**config.mk**
```make
export PLATFORM = sky130hd
export DESIGN_NAME = fighter_anim_ctrl
export DESIGN_NICKNAME = d
export VERILOG_FILES = /design/src/rtl/fighter_anim_ctrl.sv
export SDC_FILE = /design/constraint.sdc
export NUM_CORES = 1
export LEC_CHECK = 0
export CORE_MARGIN = 2
export CORE_UTILIZATION = 51
export CTS_CLUSTER_SIZE = 24
export DETAILED_ROUTE_END_ITERATION = 7
export PLACE_DENSITY = 0.82
export RECOVER_POWER = 25
export SLEW_MARGIN = 20
export SYNTH_ARGS = -nofsm -noshare
export SYNTH_HDL_FRONTEND = slang
export SYNTH_SLANG_ARGS = --single-unit
```
**constraint.sdc**
```tcl
create_clock -name vga_clk -period 2.75 [get_ports vga_clk]
set_clock_uncertainty 0.05 [all_clocks]
set_input_delay 0.4125 -clock vga_clk [delete_from_list [all_inputs] [get_ports vga_clk]]
set_output_delay 0.4125 -clock vga_clk [all_outputs]
set_load 0.05 [all_outputs]
```
**src/rtl/fighter_anim_ctrl.sv**
```systemverilog
// Fighter animation sequencer and sprite ROM address generator.
// Picks the pose ROM (stand / crouch / punch / crouch-punch) and steps
// attack poses through windup, active and recovery phases counted in frames.
// It also turns the current DrawX/DrawY into a local ROM address for a
// SPRITE_DIM x SPRITE_DIM sprite placed at (pos_x, pos_y). The sprite can be
// mirrored horizontally.
module fighter_anim_ctrl #(
  parameter int SPRITE_DIM     = 64,
  parameter int ADDR_W         = 12,
  parameter int WINDUP_FRAMES  = 3,
  parameter int ACTIVE_FRAMES  = 4,
  parameter int RECOVER_FRAMES = 5
) (
  input  logic              vga_clk,
  input  logic              reset_n,
  input  logic              frame_tick,
  input  logic              btn_punch,
  input  logic              btn_crouch,
  input  logic              facing_left,
  input  logic [9:0]        pos_x,
  input  logic [9:0]        pos_y,
  input  logic [9:0]        DrawX,
  input  logic [9:0]        DrawY,
  output logic [1:0]        sprite_sel,
  output logic [ADDR_W-1:0] rom_address,
  output logic              sprite_on,
  output logic              hit_active,
  output logic              busy
);

  localparam int REL_W = $clog2(SPRITE_DIM);
  localparam int CNT_W = 8;

  localparam logic [CNT_W-1:0] WIND_LD = CNT_W'(WINDUP_FRAMES - 1);
  localparam logic [CNT_W-1:0] ACT_LD  = CNT_W'(ACTIVE_FRAMES - 1);
  localparam logic [CNT_W-1:0] REC_LD  = CNT_W'(RECOVER_FRAMES - 1);
  localparam logic [CNT_W-1:0] CNT_ONE = CNT_W'(1);

  localparam logic signed [11:0] DIM_S   = 12'(SPRITE_DIM);
  localparam logic [REL_W-1:0]   MAX_COL = '1;

  typedef enum logic [2:0] {
    STAND   = 3'd0,
    CROUCH  = 3'd1,
    P_WIND  = 3'd2,
    P_ACT   = 3'd3,
    P_REC   = 3'd4,
    CP_WIND = 3'd5,
    CP_ACT  = 3'd6,
    CP_REC  = 3'd7
  } state_t;

  // Signed distance of a draw coordinate from the box origin. The
  // difference is taken 12-bit signed, so boxes that extend past the screen
  // edge or past 1023 never wrap back into view.
  function automatic logic in_span(input logic [9:0] draw, input logic [9:0] org);
    logic signed [11:0] d;
    d = signed'({2'b00, draw}) - signed'({2'b00, org});
    return (d >= 12'sd0) && (d < DIM_S);
  endfunction

  // Column inside the sprite. When mirrored, the column counts from the far edge.
  function automatic logic [REL_W-1:0] mirror_col(input logic [REL_W-1:0] rel,
                                                  input logic             mirror);
    return mirror ? (MAX_COL - rel) : rel;
  endfunction

  state_t           state, state_d;
  logic [CNT_W-1:0] cnt, cnt_d;
  logic             facing_q, facing_d;
  logic             btn_punch_d;
  logic             punch_pending;
  logic             punch_rise;
  logic             punch_take;
  logic [1:0]       sel_d;
  logic             busy_d;
  logic             hit_d;

  // A punch edge in the tick cycle itself still counts for that tick.
  assign punch_rise = btn_punch & ~btn_punch_d;
  assign punch_take = punch_pending | punch_rise;

  // Latch punch edges between frame ticks. The pending flag is used or dropped at every tick.
  always_ff @(posedge vga_clk or negedge reset_n) begin
    if (!reset_n) begin
      btn_punch_d   <= 1'b0;
      punch_pending <= 1'b0;
    end else begin
      btn_punch_d <= btn_punch;
      if (frame_tick)
        punch_pending <= 1'b0;
      else if (punch_rise)
        punch_pending <= 1'b1;
    end
  end

  // Pose state, phase counter, facing and decoded outputs advance only on frame ticks.
  always_ff @(posedge vga_clk or negedge reset_n) begin
    if (!reset_n) begin
      state      <= STAND;
      cnt        <= '0;
      facing_q   <= 1'b0;
      sprite_sel <= 2'd0;
      busy       <= 1'b0;
      hit_active <= 1'b0;
    end else if (frame_tick) begin
      state      <= state_d;
      cnt        <= cnt_d;
      facing_q   <= facing_d;
      sprite_sel <= sel_d;
      busy       <= busy_d;
      hit_active <= hit_d;
    end
  end

  // Next pose and phase count, plus output decode of the next pose.
  always_comb begin
    state_d = state;
    cnt_d   = cnt;
    unique case (state)
      STAND: begin
        if (punch_take && btn_crouch) begin
          state_d = CP_WIND;
          cnt_d   = WIND_LD;
        end else if (punch_take) begin
          state_d = P_WIND;
          cnt_d   = WIND_LD;
        end else if (btn_crouch) begin
          state_d = CROUCH;
        end
      end
      CROUCH: begin
        if (punch_take) begin
          state_d = CP_WIND;
          cnt_d   = WIND_LD;
        end else if (!btn_crouch) begin
          state_d = STAND;
        end
      end
      P_WIND, CP_WIND: begin
        if (cnt != '0) begin
          cnt_d = cnt - CNT_ONE;
        end else begin
          state_d = (state == P_WIND) ? P_ACT : CP_ACT;
          cnt_d   = ACT_LD;
        end
      end
      P_ACT, CP_ACT: begin
        if (cnt != '0) begin
          cnt_d = cnt - CNT_ONE;
        end else begin
          state_d = (state == P_ACT) ? P_REC : CP_REC;
          cnt_d   = REC_LD;
        end
      end
      P_REC, CP_REC: begin
        if (cnt != '0) begin
          cnt_d = cnt - CNT_ONE;
        end else begin
          state_d = btn_crouch ? CROUCH : STAND;
          cnt_d   = '0;
        end
      end
      default: begin
        state_d = STAND;
        cnt_d   = '0;
      end
    endcase

    sel_d  = 2'd0;
    busy_d = 1'b0;
    hit_d  = 1'b0;
    unique case (state_d)
      STAND:                    sel_d = 2'd0;
      CROUCH:                   sel_d = 2'd1;
      P_WIND, P_ACT, P_REC:     sel_d = 2'd2;
      CP_WIND, CP_ACT, CP_REC:  sel_d = 2'd3;
      default:                  sel_d = 2'd0;
    endcase
    busy_d = (state_d != STAND) && (state_d != CROUCH);
    hit_d  = (state_d == P_ACT) || (state_d == CP_ACT);

    // Facing is frozen for the whole attack. It is only re-read on ticks that land idle.
    facing_d = busy_d ? facing_q : facing_left;
  end

  // ---- stage p0: box test and local coordinates from the live draw position
  logic              inside_p0;
  logic [REL_W-1:0]  rel_x_p0;
  logic [REL_W-1:0]  rel_y_p0;
  logic [REL_W-1:0]  col_p0;
  logic [ADDR_W-1:0] addr_p0;

  assign inside_p0 = in_span(DrawX, pos_x) && in_span(DrawY, pos_y);
  assign rel_x_p0  = REL_W'(DrawX - pos_x);
  assign rel_y_p0  = REL_W'(DrawY - pos_y);
  assign col_p0    = mirror_col(rel_x_p0, facing_q);
  assign addr_p0   = ADDR_W'({rel_y_p0, col_p0});

  // ---- stage p1: registered ROM address and in-box flag
  logic [ADDR_W-1:0] rom_addr_p1;
  logic              sprite_on_p1;

  // Address path runs every pixel clock, regardless of frame ticks.
  always_ff @(posedge vga_clk or negedge reset_n) begin
    if (!reset_n) begin
      rom_addr_p1  <= '0;
      sprite_on_p1 <= 1'b0;
    end else begin
      rom_addr_p1  <= inside_p0 ? addr_p0 : '0;
      sprite_on_p1 <= inside_p0;
    end
  end

  assign rom_address = rom_addr_p1;
  assign sprite_on   = sprite_on_p1;

endmodule

```
==> impl_metrics.toml, run 1 <==
[synth]
synth.most_common_cell = "dfrtp_1"
async_flop_share_pct = 100
synth_area_leaders = "dfrtp_1, ha_1, nor4_2"
syn_area_sq_um = 2640
synthTopCellsByCount = "dfrtp_1, inv_1, nand2_1, nor2_1"
synth_sequential_area_ratio_pct = 29.4
yosys_most_used_dff = "dfrtp_1"
syn_avg_cell_area_sq_um = 8.52
synth_edf_count = 0
yosys_warnings = 0
syn_nets = 379
synthCells = 310
ys_ff_latch = 31
yosys.area.top_type = "dfrtp_1"
synth.distinct_cells = 52
netlist.area_leader.share_pct = 29.4

[placed_design]
place.gp.congestion = 0.824
dpl_cell_area_sq_um = 3530
pre_cts_ws_ns = -0.259
dp_hpwl_um = 4800
io_buffer_count = 62

[routing]
drcViolationCount = 0
dr.pass1.iters = 4
drtAntennaViolNets = 0
vias = 2595
routed_wl_um = 6210
first_iter_violations = 186
vias_per_cell = 5.53
drt-wirelength-per-cell_um = 13.2

[die]
die_h_um = 76.0
io-pin-count = 63
die_area_sq_um = 5770
rows = 26
start_util_pct = 52.4
core_area_sq_um = 5040
die_w_um = 76.0

[clocking]
cts_resized = 0
clk_pin_slew_ns = 0.06
htreeDepth = 2
postCtsSetupBuffers = 0
root_buffer = "clkbuf_8"
hold_buffers = 0
clockBufferDepth = 2
clock-sinks = 31
clk_latency_ns = 0.28
cts_buffers = 5
cts_tree = "done"

[power]
ir_drop_uv = 323
power.density_nw_per_um2 = 593
p_leak_uw = 0.00159
power_uw = 2180

[setup_path]
r2r_cells = 8
cp_num_buf_inv = 3
critPathSlowestCell = "clkdlybuf4s50_1"
r2r-end = "facing_q"
cp-start-kind = "primary input"
path_cells = "clkdlybuf4s50_1 -> inv_1 -> ha_1 -> fa_1 -> nand2b_4 -> a21oi_4 -> nand2b_4 -> a311o_1 -> nand4_1 -> buf_6 -> nor4_1"
r2r-start = "cnt[0]"
arrival_ns = 2.77
regToRegSetupSlack_ns = 0.31
worst-setup-path-type = "in2reg"
worstPathMaxFanout = 7
cp_common_cell = "nand2b_4"
crit_family = "simple AND/OR/NAND/NOR gates"
slowest_delay_ns = 0.45
critPathCapture = "rom_address[1]"
cp.depth = 11
cp.required_ns = 2.88
crit_path_end_kind = "flop"
cp-startpoint = "DrawY[0]"

[cells_and_area]
drive_gt1_share_pct = 15.3
design_area_sq_um = 3680
fillerInstances = 372
antenna_cells = 0
layout.nets = 467
area_growth_pct = 39.2

[timing]
setup_viol = 0
fin_crit_ns = 2.64
finalWorstSetupSlack_ns = 0.109
slew_violations = 32
hold_violations = 0
tightest_slew_ns = 1.63
min_period_over_period_pct = 96.1
finalHoldWorstSlack_ns = 0.432
max_freq_mhz = 379
rsz0062_at_grt = "yes"
maxSlewHeadroom_pct = -8.96

[run_status]
violations = "max-capacitance violations, max-slew violations"
status = "finished with violations"

[flow_run]
maxCapViolCount = 1

[global_route]
grt_max_degree = 32
overflow = 0
grt_pass1_vias = 2589
grt_usage_pct = 22.3
grt_first_pass_wirelength_um = 10900
antenna_found_initial = 0

[hold_path]
hold_class = "reg2reg"
==> how the worst min path moves through the flow <==
stage | from | endpoint | slack, ns | cells after the start
4_1_cts | cnt[7] | cnt[7] | 0.43 | 1
3_3_place_gp | cnt[7] | cnt[7] | 0.42 | 1
5_1_grt | cnt[7] | cnt[7] | 0.45 | 1
3_5_place_dp | cnt[7] | cnt[7] | 0.42 | 1
2_1_floorplan | reset_n | btn_punch_d | 0.07 | 0
6_report | cnt[7] | cnt[7] | 0.43 | 1
==> metrics by stage <==
step,util [%],setup TNS (ns),std cells
finish,72.9,0,469
global route,72.9,-0.0301,469
CTS,71.9,0,469
detailed placement,69.9,-2.86,461
global placement,69.9,-1.12,461
floorplan,-,0,310
==> layout make-up <==
| cell class | instances | area, sq um | area share (%) |
|---|---|---|---|
| flip-flops and latches | 31 | 776 | 21.1 |
| multi-input cells | 239 | 1760 | 47.8 |
| well taps | 70 | 87.6 | 2.38 |
| inverters | 30 | 113 | 3.06 |
| repair buffers | 91 | 842 | 22.9 |
| clock buffers | 8 | 100 | 2.72 |
==> cell families after synthesis <==
logic type / count (synthesis) / synth area share, %
compound gates: 82 / 20.8
xor+xnor: 16 / 5.30
fa+ha+maj: 23 / 11.5
buf+inv: 40 / 6.16
flops: 31 / 29.4
mux: 5 / 2.04
simple gates: 113 / 24.9
==> sequential cells by signal, summed over array words and instances, names as in the netlist <==
register	cells
sprite_on	1
hit_active	1
sprite_sel	2
cnt	8
punch_pending	1
facing_q	1
state	3
rom_address	12
busy	1
btn_punch_d	1
==> worst register-to-register path: stages, from the launching register on <==
cell and delay, ns:
dfrtp_1 0.38, inv_1 0.10, ha_1 0.25, nor4b_4 0.30, a31oi_1 0.15, a311oi_2 0.42, nand2_1 0.13, nor2_1 0.20
mux2_1 0.35
==> power by group <==
group / internal, uW / switching, uW / total, uW
registers: 553 / 149 / 702
clock network: 228 / 160 / 388
logic: 508 / 583 / 1090
total: 1290 / 891 / 2180
==> layer usage <==
| metal | global-route usage (%) | vias up | part of all wire, % | wire, um |
|---|---|---|---|---|
| met3 | 3.44 | 11 | 3.8 | 235 |
| met4 | 9.82 | 0 | 1.8 | 111 |
| met1 | 27.1 | 1238 | 42 | 2630 |
| li1 | - | 1275 | - | - |
| met2 | 39.2 | 71 | 52 | 3230 |
| met5 | 0 | - | 0 | 0 |
==> cell usage in the layout (no fill, tap or decap), drive strengths merged, types with 4 or more instances in the layout <==
master | synthesis | routed
and2 | 4 | 4
xnor2 | 13 | 13
clkdlybuf4s50 | 0 | 60
o21ai | 22 | 22
dfrtp | 31 | 31
nand3 | 7 | 7
nor2b | 7 | 7
nor2 | 27 | 27
buf | 5 | 28
nand2b | 11 | 11
a21oi | 21 | 21
inv | 30 | 30
nand2 | 28 | 28
clkbuf | 5 | 9
o21a | 6 | 6
a31oi | 4 | 4
a21o | 5 | 5
nor4 | 13 | 13
ha | 21 | 21
o31ai | 4 | 4
(Power assumes the default switching activity.)
==> inputs of run 2 (changes only) <==
Settings changed: CORE_MARGIN 2 to 1.5.
==> run 2 against run 1 <==
Effect of this change: the flow still finishes with violations (max-capacitance violations, max-slew violations); design area stayed put; first-iteration DRC count is 0.54% higher; sequential share of layout area stayed put; die area is 2.6% lower; cell count is 0.21% higher; fmax is 2.4% higher; hold slack better by 0.011 ns; utilization stayed put; flip-flop and latch count stayed put; non-clock buffer count is 1 higher; via count is 3.0% lower; combinational power hardly changed; critical path type unchanged; largest cell class unchanged; largest power group unchanged; highest routed layer unchanged.
==> impl_metrics.toml, run 2 (synthesis gave the netlist of run 1 again) <==
[run_status]
status = "finished with violations"
violations = "max-capacitance violations, max-slew violations"

[routing]
drt-wirelength-per-cell_um = 12.3
vias_per_cell = 5.35
first_iter_violations = 187
drcViolationCount = 0
routed_wl_um = 5770
dr.pass1.iters = 5
vias = 2516
drtAntennaViolNets = 0

[clocking]
cts_tree = "done"
cts_buffers = 5
htreeDepth = 2
clk_pin_slew_ns = 0.06
clk_latency_ns = 0.29
root_buffer = "clkbuf_8"
clock-sinks = 31
postCtsSetupBuffers = 0
clockBufferDepth = 2

[setup_path]
crit_path_end_kind = "flop"
cp-start-kind = "primary input"
arrival_ns = 2.72
worst-setup-path-type = "in2reg"
cp.required_ns = 2.89
worstPathMaxFanout = 7

[placed_design]
dp.cells = 462
place.gp.congestion = 0.806
dp_hpwl_um = 4520
io_buffer_count = 62
pre_cts_ws_ns = -0.188

[die]
start_util_pct = 52.4
io-pin-count = 63
rows = 26
die_area_sq_um = 5620
core_area_sq_um = 5040
die_h_um = 75.0
die_w_um = 75.0

[timing]
slew_violations = 32
setup_viol = 0
setup-tns-final_ns = 0
min_period_over_period_pct = 93.8
fin_crit_ns = 2.58
maxSlewHeadroom_pct = -6.42
hold_violations = 0
tightest_slew_ns = 1.60
finalWorstSetupSlack_ns = 0.170
max_freq_mhz = 388

[cells_and_area]
area_growth_pct = 39.2
largest_reg_flops = 12
fillerInstances = 380
final_cell_mix = "clkdlybuf4s50_1, dfrtp_1, inv_1, buf_4, nand2_1"
finalNonFillerCells = 470
postLayoutCoreUtil_pct = 72.9
final_common_cell = "clkdlybuf4s50_1"
layout.nets = 468
drive_gt1_share_pct = 15.8
antenna_cells = 0

[global_route]
grt_usage_pct = 21.7
grt_first_pass_wirelength_um = 9560
overflow = 0
grt_pass1_vias = 2287
grt_max_degree = 32
antenna_found_initial = 0

[hold_path]
hold_class = "reg2reg"

[flow_run]
maxCapViolCount = 1

[power]
power.density_nw_per_um2 = 606
p_leak_uw = 0.00160
ir_drop_uv = 369
==> run 2: power by group <==
| group | internal (uW) | switching [uW] |
|---|---|---|
| Clock | 293 | 169 |
| Sequential | 553 | 145 |
| Combinational | 505 | 564 |
==> run 2: repair_timing <==
item | 4_1_cts | 5_1_grt
hold buffers | 0 | 0
gates resized for setup | 0 | 5
hold endpoints to repair | 0 | 0
endpoints found under the setup margin | 0 | 13
==> run 2: final timing paths <==
path / slack [ns] / end / from / depth (start not counted)
max: 0.17 / rom_address[4] / DrawY[0] / 11
min: 0.44 / cnt[7] / cnt[7] / 1
max reg2reg: 0.32 / facing_q / cnt[0] / 8
min reg2reg: 0.44 / cnt[7] / cnt[7] / 1
max in group asynchronous: 0.70 / busy / reset_n / 2
min in group asynchronous: 1.02 / cnt[6] / reset_n / 2
==> run 2: worst max-delay path, cell delays in order <==
cell and delay, ns:
clkdlybuf4s50_1 0.45, inv_1 0.04, ha_1 0.19, fa_1 0.39, nand2b_1 0.19, a21oi_2 0.16
nand2b_4 0.16, a311o_1 0.17, nand4_1 0.13, buf_4 0.20, nor4_2 0.24
==> run 2: metrics by stage <==
stage	power, uW	hold slack (ns)	cell area, sq um
after floorplan	1440	0.0669	2640
after global placement	1720	0.420	3530
after detailed placement	1750	0.425	3530
after CTS	2220	0.447	3650
after global routing	2390	0.457	3680
final	2230	0.443	3680
==> run 2: cell type report <==
class / instances / area (sq um) / area share [%]
multi-input combinational: 239 / 1740 / 47.4
timing repair buffer: 92 / 842 / 22.9
sequential: 31 / 776 / 21.1
inverter: 30 / 113 / 3.06
tap: 70 / 87.6 / 2.38
clock buffer: 6 / 82.6 / 2.25
clock inverter: 2 / 35.0 / 0.953
==> run 2: layer usage <==
metal | routed length (um) | global-route usage (%) | vias to the layer above
met4 | 122 | 7.07 | 0
met2 | 2900 | 37.1 | 66
met1 | 2520 | 27.3 | 1165
met5 | 0 | 0 | -
met3 | 221 | 4.82 | 13
li1 | - | - | 1272
